$ cat src/rtl/maj_tt_scan.sv
// Programmable network of 3-input majority gates with a truth-table scanner and a direct evaluation port.
// Optional macro MAJ_INV_EN adds a per-operand inversion bit to every gate.
module maj_tt_scan #(
    parameter int unsigned N_IN    = 7,
    parameter int unsigned N_GATES = 6,
    localparam int unsigned N_SRC  = N_IN + 1 + N_GATES,
    localparam int unsigned SEL_W  = $clog2(N_SRC),
    localparam int unsigned TT_W   = 2 ** N_IN,
    localparam int unsigned GATE_W = (N_GATES > 1) ? $clog2(N_GATES) : 1,
`ifdef MAJ_INV_EN
    localparam int unsigned OP_W   = 3 * SEL_W + 3
`else
    localparam int unsigned OP_W   = 3 * SEL_W
`endif
) (
    input  logic              clk,
    input  logic              rst,
    input  logic              cfg_we,
    input  logic [GATE_W-1:0] cfg_gate,
    input  logic [OP_W-1:0]   cfg_op,
    output logic              cfg_err,
    input  logic              start,
    output logic              busy,
    output logic              done,
    output logic [TT_W-1:0]   tt,
    input  logic [N_IN-1:0]   eval_x,
    output logic              eval_y
);

    localparam int unsigned V_W = 2 ** SEL_W;

    typedef enum logic [1:0] {
        IDLE = 2'd0,
        SCAN = 2'd1,
        DONE = 2'd2
    } state_t;

    state_t                           r_state;
    logic [N_IN-1:0]                  r_cnt;
    logic                             r_busy;
    logic                             r_done;
    logic                             r_cfg_err;
    logic [TT_W-1:0]                  r_tt;
    logic                             r_eval_y;
    logic [N_GATES-1:0][3*SEL_W-1:0]  r_sel;
    logic [N_GATES-1:0][2:0]          w_inv;
    logic                             w_cfg_ok;
    logic                             w_scan_y;
    logic                             w_eval_y;

`ifdef MAJ_INV_EN
    logic [N_GATES-1:0][2:0]          r_inv;
    assign w_inv = r_inv;
`else
    assign w_inv = '0;
`endif

    // Resolve the whole network in gate order; gates only reference lower-numbered gates.
    function automatic logic f_net(input logic [N_IN-1:0]                 x,
                                   input logic [N_GATES-1:0][3*SEL_W-1:0] sel,
                                   input logic [N_GATES-1:0][2:0]         inv);
        logic [V_W-1:0] v;
        logic [2:0]     o;
        v = '0;
        v[N_IN-1:0] = x;
        for (int k = 0; k < int'(N_GATES); k++) begin
            for (int j = 0; j < 3; j++) begin
                o[j] = v[sel[k][j*SEL_W +: SEL_W]] ^ inv[k][j];
            end
            v[N_IN+1+k] = (o[0] & o[1]) | (o[0] & o[2]) | (o[1] & o[2]);
        end
        return v[N_IN+N_GATES];
    endfunction

    assign w_scan_y = f_net(r_cnt, r_sel, w_inv);
    assign w_eval_y = f_net(eval_x, r_sel, w_inv);

    // A write is legal only for an existing gate whose operands point strictly backwards.
    always_comb begin
        w_cfg_ok = (32'(cfg_gate) < N_GATES);
        for (int j = 0; j < 3; j++) begin
            if (32'(cfg_op[j*SEL_W +: SEL_W]) >= N_IN + 1 + 32'(cfg_gate)) begin
                w_cfg_ok = 1'b0;
            end
        end
    end

    always_ff @(posedge clk) begin
        if (rst) begin
            r_state   <= IDLE;
            r_cnt     <= '0;
            r_busy    <= 1'b0;
            r_done    <= 1'b0;
            r_cfg_err <= 1'b0;
            r_tt      <= '0;
            r_eval_y  <= 1'b0;
            for (int k = 0; k < int'(N_GATES); k++) begin
                r_sel[k] <= {3{SEL_W'(N_IN)}};
            end
`ifdef MAJ_INV_EN
            r_inv     <= '0;
`endif
        end else begin
            r_cfg_err <= cfg_we && (r_busy || !w_cfg_ok);
            if (cfg_we && !r_busy && w_cfg_ok) begin
                r_sel[cfg_gate] <= cfg_op[3*SEL_W-1:0];
`ifdef MAJ_INV_EN
                r_inv[cfg_gate] <= cfg_op[3*SEL_W +: 3];
`endif
            end
            r_eval_y <= w_eval_y;
            r_done   <= 1'b0;
            case (r_state)
                IDLE: begin
                    if (start) begin
                        r_state <= SCAN;
                        r_busy  <= 1'b1;
                        r_cnt   <= '0;
                        r_tt    <= '0;
                    end
                end
                SCAN: begin
                    r_tt[r_cnt] <= w_scan_y;
                    r_cnt       <= r_cnt + 1'b1;
                    if (r_cnt == {N_IN{1'b1}}) begin
                        r_state <= DONE;
                        r_busy  <= 1'b0;
                        r_done  <= 1'b1;
                    end
                end
                DONE: begin
                    r_state <= IDLE;
                end
                default: begin
                    r_state <= IDLE;
                    r_busy  <= 1'b0;
                end
            endcase
        end
    end

    assign cfg_err = r_cfg_err;
    assign busy    = r_busy;
    assign done    = r_done;
    assign tt      = r_tt;
    assign eval_y  = r_eval_y;

endmodule
$ cat config.mk
export PLATFORM = sky130hd
export DESIGN_NAME = maj_tt_scan
export DESIGN_NICKNAME = d
export VERILOG_FILES = /design/src/rtl/maj_tt_scan.sv
export SDC_FILE = /design/constraint.sdc
export NUM_CORES = 1
export LEC_CHECK = 0
export CAP_MARGIN = 30
export CORE_MARGIN = 2
export CORE_UTILIZATION = 56
export CTS_BUF_LIST = sky130_fd_sc_hd__clkbuf_16
export DETAILED_ROUTE_END_ITERATION = 7
export GPL_TIMING_DRIVEN = 0
export PLACE_DENSITY = 0.89
export SYNTH_ARGS = -nofsm -noshare
export SYNTH_HDL_FRONTEND = slang
export SYNTH_SLANG_ARGS = --single-unit
$ cat constraint.sdc
create_clock -name clk -period 6 [get_ports clk]
set_input_delay 1.2 -clock clk [delete_from_list [all_inputs] [get_ports clk]]
set_output_delay 1.2 -clock clk [all_outputs]
set_load 0.02 [all_outputs]
==> results of run 1 <==
-- layout by cell type (no fill, tap or decap), drive strengths merged, types with 5 or more instances in the layout --
master / n
dfxtp: 213
mux2i: 99
a21o: 5
ha: 10
o31ai: 132
clkbuf: 152
a31oi: 9
buf: 22
o21ai: 28
nand3: 16
o22ai: 11
nand2: 109
o221ai: 11
o211ai: 155
o41ai: 6
o211a: 8
nor2: 93
nand2b: 14
maj3: 6
a211oi: 12
nor2b: 15
inv: 36
nor3b: 8
nand3b: 12
clkdlybuf4s50: 154
a21oi: 50
clkinv: 9
mux4: 38
nor3: 17
-- path summary, 6_finish.rpt --
path                            slack [ns]     end  depth (start not counted)
worst min register to register        0.50  tt[95]                          2
worst max register to register        0.26  tt[61]                         20
worst max-delay path                  0.22  eval_y                         15
worst min-delay path                  0.50  tt[95]                          2
-- per-layer routing --
metal	track usage	vias to the layer above
met5	0	-
met3	0.113	229
met2	0.600	911
met1	0.463	5774
met4	0.207	2
li1	-	5408
-- critical path: cells and delay by family --
family | cells | cell delay [ns]
adder cells (fa/ha/maj) | 1 | 0.52
AO/OA/AOI/OAI | 8 | 2.23
AND/OR/NAND/NOR | 3 | 0.49
buffers and inverters | 1 | 0.68
multiplexers | 2 | 1.07
-- final cells by class --
type	count	area (µm²)
Multi-Input combinational cell	928	6880
Timing Repair Buffer	154	1540
Sequential cell	213	4260
Fill cell	1634	6410
Buffer	151	621
Tap cell	275	344
Inverter	30	113
Clock buffer	23	576
Clock inverter	17	138
-- flip-flops by register name, summed over array words and instances (netlist names) --
signal / cells
r_state: 2
eval_y: 1
tt: 128
r_cnt: 7
busy: 1
r_sel: 72
cfg_err: 1
done: 1
-- per-stage QoR --
| step | setup TNS, ns | worst slack, ns | std cells |
|---|---|---|---|
| finish | 0 | 0.218 | 1791 |
| global route | 0 | 0.0589 | 1791 |
| CTS | 0 | 0.485 | 1791 |
| detailed placement | -0.0351 | -0.0351 | 1751 |
| global placement | 0 | 0.102 | 1751 |
| floorplan | 0 | 1.37 | 1322 |
-- power by group --
group	internal, µW	switching (µW)	total, µW
Combinational	69.0	145	214
Sequential	1420	9.02	1430
Clock	784	608	1390
-- logic make-up after synthesis --
logic type,Yosys count
AOI/OAI and AO/OA,464
adders and majority gates,16
buffers and inverters,181
DFF,213
muxes,141
and+or+nand+nor,307
==> flow_metrics.env, run 1 <==
export IMPL_met2WireLength_mm=19.3
export IMPL_remaining_drc_errors=0
export IMPL_netlist_area_um2=11900
export IMPL_ys_seq_area_frac=0.359
export IMPL_synth_compound_area_share=0.285
export IMPL_chipHeight_um=150
export IMPL_rsz0062_at_grt="false"
export IMPL_place_area_um2=13800
export IMPL_synthDistinctLibCells=70
export IMPL_critPathArrivalTime_ns=6.19
export IMPL_fmax_mhz=173
export IMPL_finalCritPeriodShare=0.964
export IMPL_status="completed"
export IMPL_met1Wirelength_mm=15.6
export IMPL_antenna_found_initial=1
export IMPL_cts_root_buf="clkbuf_16"
export IMPL_synth_edff_count=0
export IMPL_synth_async_sr_flop_share=0
export IMPL_n_antenna_cell=0
export IMPL_synth_top_area_frac=0.359
export IMPL_place_gp_congestion=0.994
export IMPL_totalWireLength_mm=43.6
export IMPL_drt_pass1_iter_count=6
export IMPL_peakVddDrop_v=0.000171
export IMPL_synthCells=1322
export IMPL_cts_sinks=213
export IMPL_drv_slew=0
export IMPL_wl_per_cell_um=24.3
export IMPL_powerDensity_nw_per_um2=210
export IMPL_cts_tree="yes"
export IMPL_path_clk_slew_ns=0.06
export IMPL_numCtsBuffers=23
export IMPL_cp_startpoint="eval_x[2]"
export IMPL_p_leak_uw=0.00500
export IMPL_maxSlewHeadroom=0.379
export IMPL_io_buffers=154
export IMPL_viasPerCell=6.88
export IMPL_post_route_util=0.693
export IMPL_hold_viol=0
export IMPL_grt_pass1_vias=11660
export IMPL_cp_max_fo=9
export IMPL_clk_latency_ns=0.54
export IMPL_post_dp_hpwl_mm=28.8
export IMPL_ant_nets=0
export IMPL_p_total_uw=3040
export IMPL_vias=12324
export IMPL_track_usage=0.379
export IMPL_synth_simple_gate_area_frac=0.120
export IMPL_ys_ff_latch=213
export IMPL_wl_met3_mm=5.93
export IMPL_start_util=0.569
export IMPL_cts_max_path_buffers=3
export IMPL_synth_common_cells="dfxtp_1, o211ai_1, o31ai_1"
export IMPL_synthMostInstantiatedCell="dfxtp_1"
export IMPL_layout_drive_gt1_share=0.0686
export IMPL_startpoint_type="primary input"
export IMPL_post_cts_resized=0
export IMPL_routed_top_layer="met5"
export IMPL_die_w_um=150
export IMPL_synth_area_leaders="dfxtp_1, o211ai_1, mux2i_1, o31ai_1, mux4_2"
export IMPL_drt_iter0_markers=1464
export IMPL_r2r_start="r_cnt[6]"
export IMPL_muxShareOfSynthArea=0.159
export IMPL_synth_warnings=0
export IMPL_fin_crit_ns=5.78
export IMPL_placeableCoreArea_um2=20900
export IMPL_synth_top_family_by_area="compound AO/OA/AOI/OAI gates"
export IMPL_rows=53
export IMPL_maxCapViolCount=0
export IMPL_end_kind="flop"
export IMPL_layout_nets=1537
export IMPL_cp_slowest_cell="clkdlybuf4s50_1"
export IMPL_worst_hold_slack_ns=0.501
export IMPL_grt_pass1_wl_mm=65.9
export IMPL_max_stage_delay_ns=0.68
export IMPL_top_level_ports=158
export IMPL_hp_start="tt[95]"
export IMPL_path_cells="clkdlybuf4s50_1, mux4_2, o211a_1, maj3_1, o22ai_1, a21o_1, a2111oi_0, o311ai_0, and3_1, nor2_1, mux4_2, a31oi_1, o31ai_1, o21ai_0, nor2_1"
export IMPL_htree_levels=1
export IMPL_grt_max_degree=15
export IMPL_worst_pin_slew_ns=0.924
export IMPL_synth_flop_cell="dfxtp_1"
export IMPL_syn_num_nets=1358
export IMPL_grt_overflow=0
export IMPL_syn_area_per_cell_um2=8.99
export IMPL_ctsHoldBuffers=0
export IMPL_cp_data_required_time_ns=6.41
export IMPL_synthXorXnorAreaFrac=0
export IMPL_setup_viol=0
export IMPL_cts_setup_buffers=0
export IMPL_fin_area_um2=14500
export IMPL_yosysTopAreaCell="dfxtp_1"
export IMPL_synthAdderAreaFrac=0.0157
export IMPL_die_area_um2=22400
export IMPL_critical_path_class="primary input to flop"
export IMPL_area_growth_pct=21.9
export IMPL_min_path_type="flop to flop"
export IMPL_skew_ns=0.0216
(Power assumes the default switching activity.)
==> run 2: changes to the inputs <==
- CORE_UTILIZATION: 56 -> 64
- DONT_BUFFER_PORTS: not set -> 1
- PLACE_DENSITY: 0.89 -> 0.85
==> flow_metrics.env, run 2 (synthesized netlist as in run 1, its figures left out) <==
export IMPL_status="finished with violations"
export IMPL_violations="DRC"
export IMPL_critPathArrivalTime_ns=6.16
export IMPL_setup_viol=0
export IMPL_grt_overflow=0
export IMPL_n_antenna_cell=0
export IMPL_drv_slew=0
export IMPL_cp_data_required_time_ns=6.44
export IMPL_final_common_cell="dfxtp_1"
export IMPL_cts_max_path_buffers=3
export IMPL_finalCritPeriodShare=0.952
export IMPL_dpl_cell_count=1551
export IMPL_chipHeight_um=140
export IMPL_path_clk_slew_ns=0.06
export IMPL_placeableCoreArea_um2=18100
export IMPL_grt_pass1_vias=11176
export IMPL_fin_area_um2=12900
export IMPL_layout_nets=1383
export IMPL_grt_max_degree=15
export IMPL_cts_setup_buffers=0
export IMPL_hold_viol=0
export IMPL_top_level_ports=158
export IMPL_hp_start="r_sel[23]"
export IMPL_critical_path_class="flop to flop"
export IMPL_powerDensity_nw_per_um2=236
export IMPL_peakVddDrop_v=0.000232
export IMPL_ctsHoldBuffers=0
export IMPL_worst_pin_slew_ns=0.937
export IMPL_drt_pass1_iter_count=8
export IMPL_p_switching_uw=743
export IMPL_fin_crit_ns=5.71
export IMPL_totalWireLength_mm=40.6
export IMPL_skew_ns=0.0233
export IMPL_place_area_um2=12200
export IMPL_rows=49
export IMPL_numCtsBuffers=23
export IMPL_pwr_share_comb=0.055
export IMPL_seq_power_share=0.469
export IMPL_r2r_start="r_cnt[4]"
export IMPL_layout_drive_gt1_share=0.0763
export IMPL_end_kind="flop"
export IMPL_post_cts_resized=0
export IMPL_die_area_um2=19700
export IMPL_remaining_drc_errors=2
export IMPL_maxSlewHeadroom=0.375
export IMPL_post_dp_hpwl_mm=27.6
export IMPL_vias=11600
export IMPL_rsz0062_at_grt="false"
export IMPL_clk_latency_ns=0.54
export IMPL_ant_nets=0
export IMPL_cell_internal_pwr_uw=2310
export IMPL_worst_hold_slack_ns=0.517
export IMPL_fmax_mhz=175
export IMPL_cts_tree="yes"
export IMPL_cp_max_fo=10
export IMPL_final_fill_count=1356
export IMPL_maxCapViolCount=0
export IMPL_cts_sinks=213
export IMPL_netSwitchingFraction=0.243
export IMPL_area_growth_pct=8.74
export IMPL_min_path_type="flop to flop"
export IMPL_place_gp_congestion=0.979
export IMPL_cts_root_buf="clkbuf_16"
export IMPL_fin_cells=1592
export IMPL_wl_per_cell_um=25.5
export IMPL_grt_pass1_wl_mm=61.8
export IMPL_die_w_um=140
export IMPL_largest_reg_flops=128
export IMPL_htree_levels=1
export IMPL_pwr_share_clk=0.475
export IMPL_start_util=0.657
export IMPL_io_buffers=0
export IMPL_drt_iter0_markers=1363
export IMPL_track_usage=0.400
export IMPL_cp_startpoint="r_cnt[4]"
export IMPL_antenna_found_initial=0
export IMPL_fin_setup_tns_ns=0
export IMPL_startpoint_type="flop"
export IMPL_viasPerCell=7.29
export IMPL_p_leak_uw=0.00446
export IMPL_layout_common_cells="dfxtp_1, o211ai_1, o31ai_1"
-- run 2: changes by cell type in the layout (fill, tap and decap cells not counted) --
cell / previous run / this run
clkdlybuf4s50_1: 154 / 0
clkinvlp_4: 0 / 1
clkinv_1: 5 / 10
inv_1: 35 / 31
inv_6: 0 / 1
clkinv_2: 4 / 0
clkinv_4: 0 / 1
bufinv_16: 2 / 3
-- run 2: metrics by stage --
step | util | total power (µW) | setup slack (ns)
6_report | 0.714 | 3050 | 0.287
5_1_grt | 0.714 | 3110 | 0.211
4_1_cts | 0.714 | 3040 | 0.575
3_5_place_dp | 0.673 | 1620 | 0.416
3_3_place_gp | 0.673 | 1620 | 0.488
2_1_floorplan | - | 1580 | 1.37
-- run 2: area by class of cell --
| cell class | count | area, µm² | share of cell area |
|---|---|---|---|
| inverter | 30 | 113 | 0.00872 |
| clock inverter | 18 | 176 | 0.0137 |
| tap | 229 | 287 | 0.0222 |
| clock buffer | 23 | 576 | 0.0446 |
| multi-input combinational | 928 | 6880 | 0.533 |
| sequential | 213 | 4260 | 0.330 |
| buffer | 151 | 621 | 0.0480 |
-- run 2: metal layers --
layer  wire length, µm  global-route usage  up-vias
met5                 0                   0        -
met4              2770               0.248        0
met3              5420               0.129      226
met2             18100               0.630      830
met1             14400               0.475     5429
li1                  -                   -     5115
-- run 2: worst max-delay path, cell delays in order, from the launching register on --
cell and delay (ns):
dfxtp_1 0.34, clkbuf_1 0.56, mux2i_1 0.18, o221ai_1 0.27
o211ai_1 0.14, maj3_1 0.40, buf_4 0.22, o41ai_1 0.38
a41oi_1 0.10, o22ai_2 0.38, nand2_1 0.27, nor3b_2 0.61
o32ai_1 0.31, o221ai_2 0.27, nand3_1 0.11, o211ai_1 0.12
a41oi_1 0.18, buf_4 0.22, buf_6 0.17, buf_6 0.14
o31ai_1 0.26
-- run 2: path summary, 6_finish.rpt --
kind / end / slack (ns) / depth (start not counted)
max: tt[56] / 0.29 / 20
min: r_sel[23] / 0.52 / 2
max reg2reg: tt[56] / 0.29 / 20
min reg2reg: r_sel[23] / 0.52 / 2
-- run 2: power groups by stage --
stage	clock network (µW)	registers, µW	logic [µW]
5_1_grt	1500	1430	178
4_1_cts	1440	1430	162
6_report	1450	1430	168
3_3_place_gp	0	1460	157
2_1_floorplan	0	1460	116
3_5_place_dp	0	1460	161
